**config.mk**
```make
export PLATFORM = sky130hd
export DESIGN_NAME = serial_parallel_right_deserializer
export DESIGN_NICKNAME = d
export VERILOG_FILES = /design/src/rtl/serial_parallel_right_deserializer.sv
export SDC_FILE = /design/constraint.sdc
export NUM_CORES = 1
export LEC_CHECK = 0
export ABC_AREA = 1
export CAP_MARGIN = 25
export CORE_MARGIN = 2
export CORE_UTILIZATION = 35
export DETAILED_ROUTE_END_ITERATION = 7
export SYNTH_ARGS = -nofsm -noshare
export SYNTH_HDL_FRONTEND = slang
export SYNTH_SLANG_ARGS = --single-unit
```
**constraint.sdc**
```tcl
create_clock -name clock -period 1.37 [get_ports clock]
set_clock_uncertainty 0.1 [all_clocks]
set_input_delay 0.411 -clock clock [delete_from_list [all_inputs] [get_ports clock]]
set_output_delay 0.411 -clock clock [all_outputs]
set_load 0.02 [all_outputs]
```
**src/rtl/serial_parallel_right_deserializer.sv**
```systemverilog
// Rebuilds LSB-first serial words from the right-shift register stream.
// Each completed word is offered on a valid/ready port. A sticky overrun flag marks words dropped under back-pressure.
module serial_parallel_right_deserializer #(
    parameter int unsigned WIDTH = 4
) (
    input  logic             clock,
    input  logic             reset,
    input  logic             sample_en,
    input  logic             start,
    input  logic             serial_in,
    input  logic             ready,
    input  logic             clear_overrun,
    output logic [WIDTH-1:0] data_out,
    output logic             valid,
    output logic             overrun,
    output logic             busy
);

    localparam int unsigned CW = (WIDTH > 1) ? $clog2(WIDTH) : 1;
    localparam logic [CW-1:0] CNT_LAST = CW'(WIDTH - 1);

    localparam logic [0:0] ST_IDLE  = 1'b0;
    localparam logic [0:0] ST_SHIFT = 1'b1;

    logic [0:0]       state_q, state_d;
    logic [CW-1:0]    cnt_q, cnt_d;
    logic [WIDTH-1:0] sr_q, sr_d;
    logic [WIDTH-1:0] data_q, data_d;
    logic             valid_q, valid_d;
    logic             overrun_q, overrun_d;
    logic [WIDTH-1:0] word_c;
    logic             done_c;

    assign word_c = {serial_in, sr_q[WIDTH-1:1]};

    always_ff @(posedge clock) begin
        if (reset) begin
            state_q   <= ST_IDLE;
            cnt_q     <= '0;
            sr_q      <= '0;
            data_q    <= '0;
            valid_q   <= 1'b0;
            overrun_q <= 1'b0;
        end else begin
            state_q   <= state_d;
            cnt_q     <= cnt_d;
            sr_q      <= sr_d;
            data_q    <= data_d;
            valid_q   <= valid_d;
            overrun_q <= overrun_d;
        end
    end

    // Frame assembly. A start seen mid-frame restarts the word at bit 0.
    always_comb begin
        state_d = state_q;
        cnt_d   = cnt_q;
        sr_d    = sr_q;
        done_c  = 1'b0;
        case (state_q)
            ST_IDLE: begin
                if (sample_en && start) begin
                    sr_d    = word_c;
                    cnt_d   = CW'(1);
                    state_d = ST_SHIFT;
                end
            end
            ST_SHIFT: begin
                if (sample_en) begin
                    sr_d = word_c;
                    if (start) begin
                        cnt_d = CW'(1);
                    end else if (cnt_q == CNT_LAST) begin
                        cnt_d   = '0;
                        state_d = ST_IDLE;
                        done_c  = 1'b1;
                    end else begin
                        cnt_d = cnt_q + CW'(1);
                    end
                end
            end
            default: begin
                state_d = ST_IDLE;
                cnt_d   = '0;
            end
        endcase
    end

    // Output holding register. A word that completes while the slot is still occupied and not draining is dropped.
    always_comb begin
        data_d    = data_q;
        valid_d   = valid_q;
        overrun_d = overrun_q && !clear_overrun;
        if (done_c) begin
            if (!valid_q || ready) begin
                data_d  = word_c;
                valid_d = 1'b1;
            end else begin
                overrun_d = 1'b1;
            end
        end else if (valid_q && ready) begin
            valid_d = 1'b0;
        end
    end

    assign data_out = data_q;
    assign valid    = valid_q;
    assign overrun  = overrun_q;
    assign busy     = (state_q == ST_SHIFT);

endmodule
```
==> flow_metrics.tcl, run 1 <==
set metrics [dict create \
    status "finished, final reports clean" \
    wl_met3_um 57 \
    rows 13 \
    place_congestion 0.7861 \
    post-route-period-util_pct 92.43 \
    synth_flop_cell "dfxtp_1" \
    yosys_warnings 0 \
    hold_depth 2 \
    whs_ns 0.3753 \
    avgSynthCellArea_um2 7.659 \
    clock_latency_ns 0.26 \
    crit_chain "buf_2" \
    synth_top_area_cell "dfxtp_1" \
    crit_type "reg2out" \
    vdd_ir_drop_max_mv 0.5504 \
    postRouteAntennaNets 0 \
    highest_layer "met4" \
    synth_top_area_share_pct 47.52 \
    worst_pin_slew_ns 0.1866 \
    cts_tree "built" \
    synth_edf_count 0 \
    fin_crit_ns 1.266 \
    finalNetCount 96 \
    cp_num_buf_inv 1 \
    syn2layout_area_growth_pct 34.16 \
    cp.required_ns 0.86 \
    hold_viol_final 0 \
    vias 464 \
    grt_pass1_vias 463 \
    cp-end-kind "primary output" \
    wl_met1_um 524 \
    min_delay_worst_endpoint "sr_q[2]" \
    core_area_mm2 0.001318 \
    syn_area_um2 505.5 \
    powerDensity_mw_per_mm2 954.6 \
    startpoint_type "flop" \
    cts_inserted_buffers 3 \
    dieWidth_um 42.01 \
    grt_pass1_wl_mm 1.890 \
    cts_max_path_buffers 2 \
    worst-r2r-setup-slack_ns 0.19 \
    cts.clk_slew.worst_paths_ns 0.07 \
    drt-initial-drc-count 9 \
    reg2reg_depth 5 \
    async_flop_share_pct 0 \
    cts_root_buf "clkbuf_4" \
    cpMaxStageDelayCell "dfxtp_1" \
    ios 14 \
    synth-seq-cells 12 \
    first_pass_iters 4 \
    hold_start "sr_q[3]" \
    wl_met2_um 390 \
    diodes 0 \
    synth_nets 74 \
    drt_drc_violations_left 0 \
    antenna_found_initial 0 \
    n_fill_cell 134 \
    min-delay-path-class "reg2reg" \
    synth_cells 66 \
    timing.rr.end "data_out[1]" \
    relSlewSlack_pct 87.54 \
    post-dp-hpwl_um 765.7 \
    port_buffers 13 \
    max_freq_mhz 789.7 \
    utilization_pct 51.47 \
    synth.distinct_cells 15 \
    cp_top_family "flip-flops" \
    setup_viol 0 \
    crit_arrival_ns 0.76 \
    path_max_fanout 2 \
    via_per_inst 4.594 \
    r2r-start "cnt_q[0]" \
    slowest_delay_ns 0.33 \
    synth_commonest_cells "12 x dfxtp_1, 11 x nand2_1, 9 x inv_1, 9 x nor2_1, 6 x a21oi_1" \
    p_leak_nw 0.3236 \
    htree_levels 1 \
    finalMaxSlewViolations 0 \
    synth.area.top_cells "dfxtp_1 48%, nand2_1 8.2%, inv_1 6.7%" \
    wirelength_um 987 \
    yosysMostFrequentCell "dfxtp_1" \
    ys_seq_area_share_pct 47.52 \
    grt.total_usage_pct 13.82 \
    overflow 0 \
    grt_start_max_net_pins 8 \
    wire_per_inst_um 9.772 \
    start_util_pct 38.37 \
    dieArea_mm2 0.001764 \
    maxCapViolations 0 \
    rsz0062_at_grt "no" \
    clock_sinks 12 \
    fp.dieH_um 42.01 \
    drive_gt1_share_pct 23.26 \
]
==> sequential cells by signal, indices dropped and copies added (netlist names) <==
name and cells:
busy 1, cnt_q 2, data_out 4, overrun 1, sr_q 3, valid 1
==> report_power, final <==
group          internal [mW]  switching (mW)  total [mW]
Clock                  0.101           0.106       0.207
Sequential             0.361         0.00618       0.367
Combinational         0.0348          0.0386      0.0734
==> per-stage QoR <==
| stage | setup slack, ns | power [mW] | instances | setup TNS (ns) | instance area (um2) |
|---|---|---|---|---|---|
| 2_1_floorplan | 0.2006 | 0.4101 | 66 | 0 | 505.5 |
| 3_3_place_gp | -0.2654 | 0.4513 | 98 | -2.905 | 684.4 |
| 3_5_place_dp | -0.2981 | 0.4523 | 98 | -3.129 | 684.4 |
| 4_1_cts | 0.0003185 | 0.6607 | 101 | 0 | 689.4 |
| 6_report | 0.1037 | 0.6473 | 101 | 0 | 678.2 |
| 5_1_grt | 0.03816 | 0.6862 | 101 | 0 | 678.2 |
==> layer usage <==
metal	vias up	global-route usage, %
li1	256	-
met1	193	18.57
met2	13	19.38
met3	2	3.017
met4	0	9.677
met5	-	0
==> placed cells by master (no fill, tap or decap), types with 3 or more instances in the layout <==
cell and count:
dfxtp_1 12, nand2_1 11, inv_1 9, nor2_1 9
buf_2 7, a21oi_1 6, nand4_1 5, buf_4 5
clkdlybuf4s50_1 4, nand3_1 3, o21ai_0 3, clkbuf_4 3
==> logic make-up (layout without fill, tap and decap cells) <==
kind of cell,Yosys count,count (layout),synth area share [%]
and+or+nand+nor,32,32,29.95
DFF,12,12,47.52
AOI/OAI and AO/OA,11,11,11.88
buffers and inverters,10,30,8.168
adders and majority gates,1,1,2.475
==> how the worst max path moves through the flow <==
| stage | to | slack, ns | from | cells after the start |
|---|---|---|---|---|
| floorplan | data_out[0] | 0.20 | cnt_q[0] | 6 |
| global placement | data_out[1] | -0.27 | sample_en | 6 |
| detailed placement | data_out[1] | -0.30 | sample_en | 6 |
| CTS | valid | 0.0003 | valid | 1 |
| global route | data_out[2] | 0.04 | ready | 7 |
| finish | data_out[1] | 0.10 | data_out[1] | 1 |
==> area by class of cell <==
type / count / area (um2) / share of cell area [%]
Clock buffer: 3 / 22.52 / 3.321
Multi-Input combinational cell: 44 / 229.0 / 33.76
Timing Repair Buffer: 18 / 133.9 / 19.74
Sequential cell: 12 / 240.2 / 35.42
Inverter: 9 / 33.78 / 4.982
Tap cell: 15 / 18.77 / 2.768
==> repair_timing <==
action,4_1_cts,5_1_grt
hold buffers,0,0
cloned,0,0
endpoints found under the setup margin,8,11
setup buffers,0,0
pin swaps,0,0
gates resized for setup,26,5
No activity file was read; power rests on OpenSTA's default activity.
==> run 2: changes to the inputs <==
- CORE_UTILIZATION: 35 -> 38
- PLACE_DENSITY: unset -> 0.66
==> flow_metrics.tcl, run 2 (same netlist as run 1, synthesis figures left out) <==
set metrics [dict create \
    status "finished, final reports clean" \
    drt-initial-drc-count 2 \
    maxCapViolations 0 \
    cts_max_path_buffers 2 \
    cp_num_buf_inv 1 \
    cp.depth 1 \
    cts.clk_slew.worst_paths_ns 0.07 \
    core_area_mm2 0.001269 \
    slowest_delay_ns 0.33 \
    rsz0062_at_grt "no" \
    final_cell_count_no_fill 102 \
    seq_area_um2 240.2 \
    vias 475 \
    vdd_ir_drop_max_mv 0.4694 \
    htree_levels 1 \
    hold_viol_final 0 \
    worst_pin_slew_ns 0.2042 \
    utilization_pct 53.85 \
    total_power_mw 0.6490 \
    first_pass_iters 3 \
    fin_crit_ns 1.278 \
    grt_pass1_vias 398 \
    cts_tree "built" \
    finalMaxSlewViolations 0 \
    clock_latency_ns 0.27 \
    layout_common_cells "12 x dfxtp_1, 10 x nand2_1, 9 x inv_1, 9 x nor2_1, 7 x buf_2" \
    start_util_pct 39.84 \
    final_common_cell "dfxtp_1" \
    dieWidth_um 40.47 \
    cp-end-kind "primary output" \
    rows 13 \
    postRouteAntennaNets 0 \
    dpl-instance-area_um2 691.9 \
    p_leak_nw 0.3277 \
    clock_sinks 12 \
    place_congestion 0.7483 \
    drt_drc_violations_left 0 \
    crit_type "reg2out" \
    whs_ns 0.3689 \
    min-delay-path-class "reg2reg" \
    hold_depth 2 \
    wire_per_inst_um 9.294 \
    cpMaxStageDelayCell "dfxtp_1" \
    path_max_fanout 2 \
    ios 14 \
    powerDensity_mw_per_mm2 950.1 \
    fp.dieH_um 40.47 \
    relSlewSlack_pct 86.36 \
    drive_gt1_share_pct 25.29 \
    grt_start_max_net_pins 8 \
    startpoint_type "flop" \
    setup_ws_ns 0.09224 \
    grt.total_usage_pct 15.02 \
    final_cell_area_um2 683.2 \
    post-dp-hpwl_um 754.9 \
    n_fill_cell 132 \
    multi_input_area_um2 226.5 \
    port_buffers 13 \
    largest_reg_flops 4 \
    crit_arrival_ns 0.77 \
    syn2layout_area_growth_pct 35.15 \
    dp_slack_ns -0.2995 \
    cts_root_buf "clkbuf_4" \
    diodes 0 \
    via_per_inst 4.657 \
    setup_viol 0 \
    dp.cells 99 \
    fin_setup_tns_ns 0 \
    dieArea_mm2 0.001638 \
    crit_chain "buf_2" \
    grt_pass1_wl_mm 1.587 \
    reg2reg_depth 5 \
    cp_top_family "flip-flops" \
    post-route-period-util_pct 93.27 \
    wirelength_um 948 \
    overflow 0 \
    cp.required_ns 0.86 \
    finalNetCount 97 \
    cts_inserted_buffers 3 \
    antenna_found_initial 0 \
    max_freq_mhz 782.6 \
]
==> run 2: cell count changes in the layout (fill, tap and decap cells not counted), sizes merged <==
cell / delta
buf: +1
==> run 2: report_power, final <==
group | leakage, nW | internal [mW] | switching (mW)
Sequential | 0.0977 | 0.361 | 0.00647
Clock | 0.0138 | 0.102 | 0.107
Combinational | 0.216 | 0.0350 | 0.0380
==> run 2: worst paths after layout <==
kind | startpoint | endpoint | slack, ns
max reg2reg | cnt_q[0] | data_out[1] | 0.16
min reg2reg | sr_q[3] | sr_q[2] | 0.37
min | sr_q[3] | sr_q[2] | 0.37
max | busy | busy | 0.09
==> run 2: worst register-to-register path: cells and delay by family, from the launching register on <==
kind          cells  cell delay [ns]
simple gates      4             0.48
flops             1             0.37
fa+ha+maj         1             0.21
==> run 2: final cells by class <==
class / instances / area share (%)
clock buffers: 3 / 3.297
inverters: 9 / 4.945
multi-input cells: 44 / 33.15
flip-flops and latches: 12 / 35.16
well taps: 15 / 2.747
repair buffers: 19 / 20.70
==> run 2: timing repair <==
| action | in CTS | in global routing |
|---|---|---|
| pin swaps | 0 | 0 |
| hold buffers | 0 | 0 |
| setup buffers | 0 | 0 |
| gates cloned | 0 | 0 |
| resized for setup | 28 | 3 |
| setup endpoints to repair | 10 | 8 |
==> run 2: routing by layer <==
metal  GRT usage, %  vias up  part of all wire [%]
met5              0        -                     0
met4          5.000        0                     0
met3          8.333        0                   6.8
met2          25.00       12                    47
met1          15.84      203                    46
li1               -      260                     -
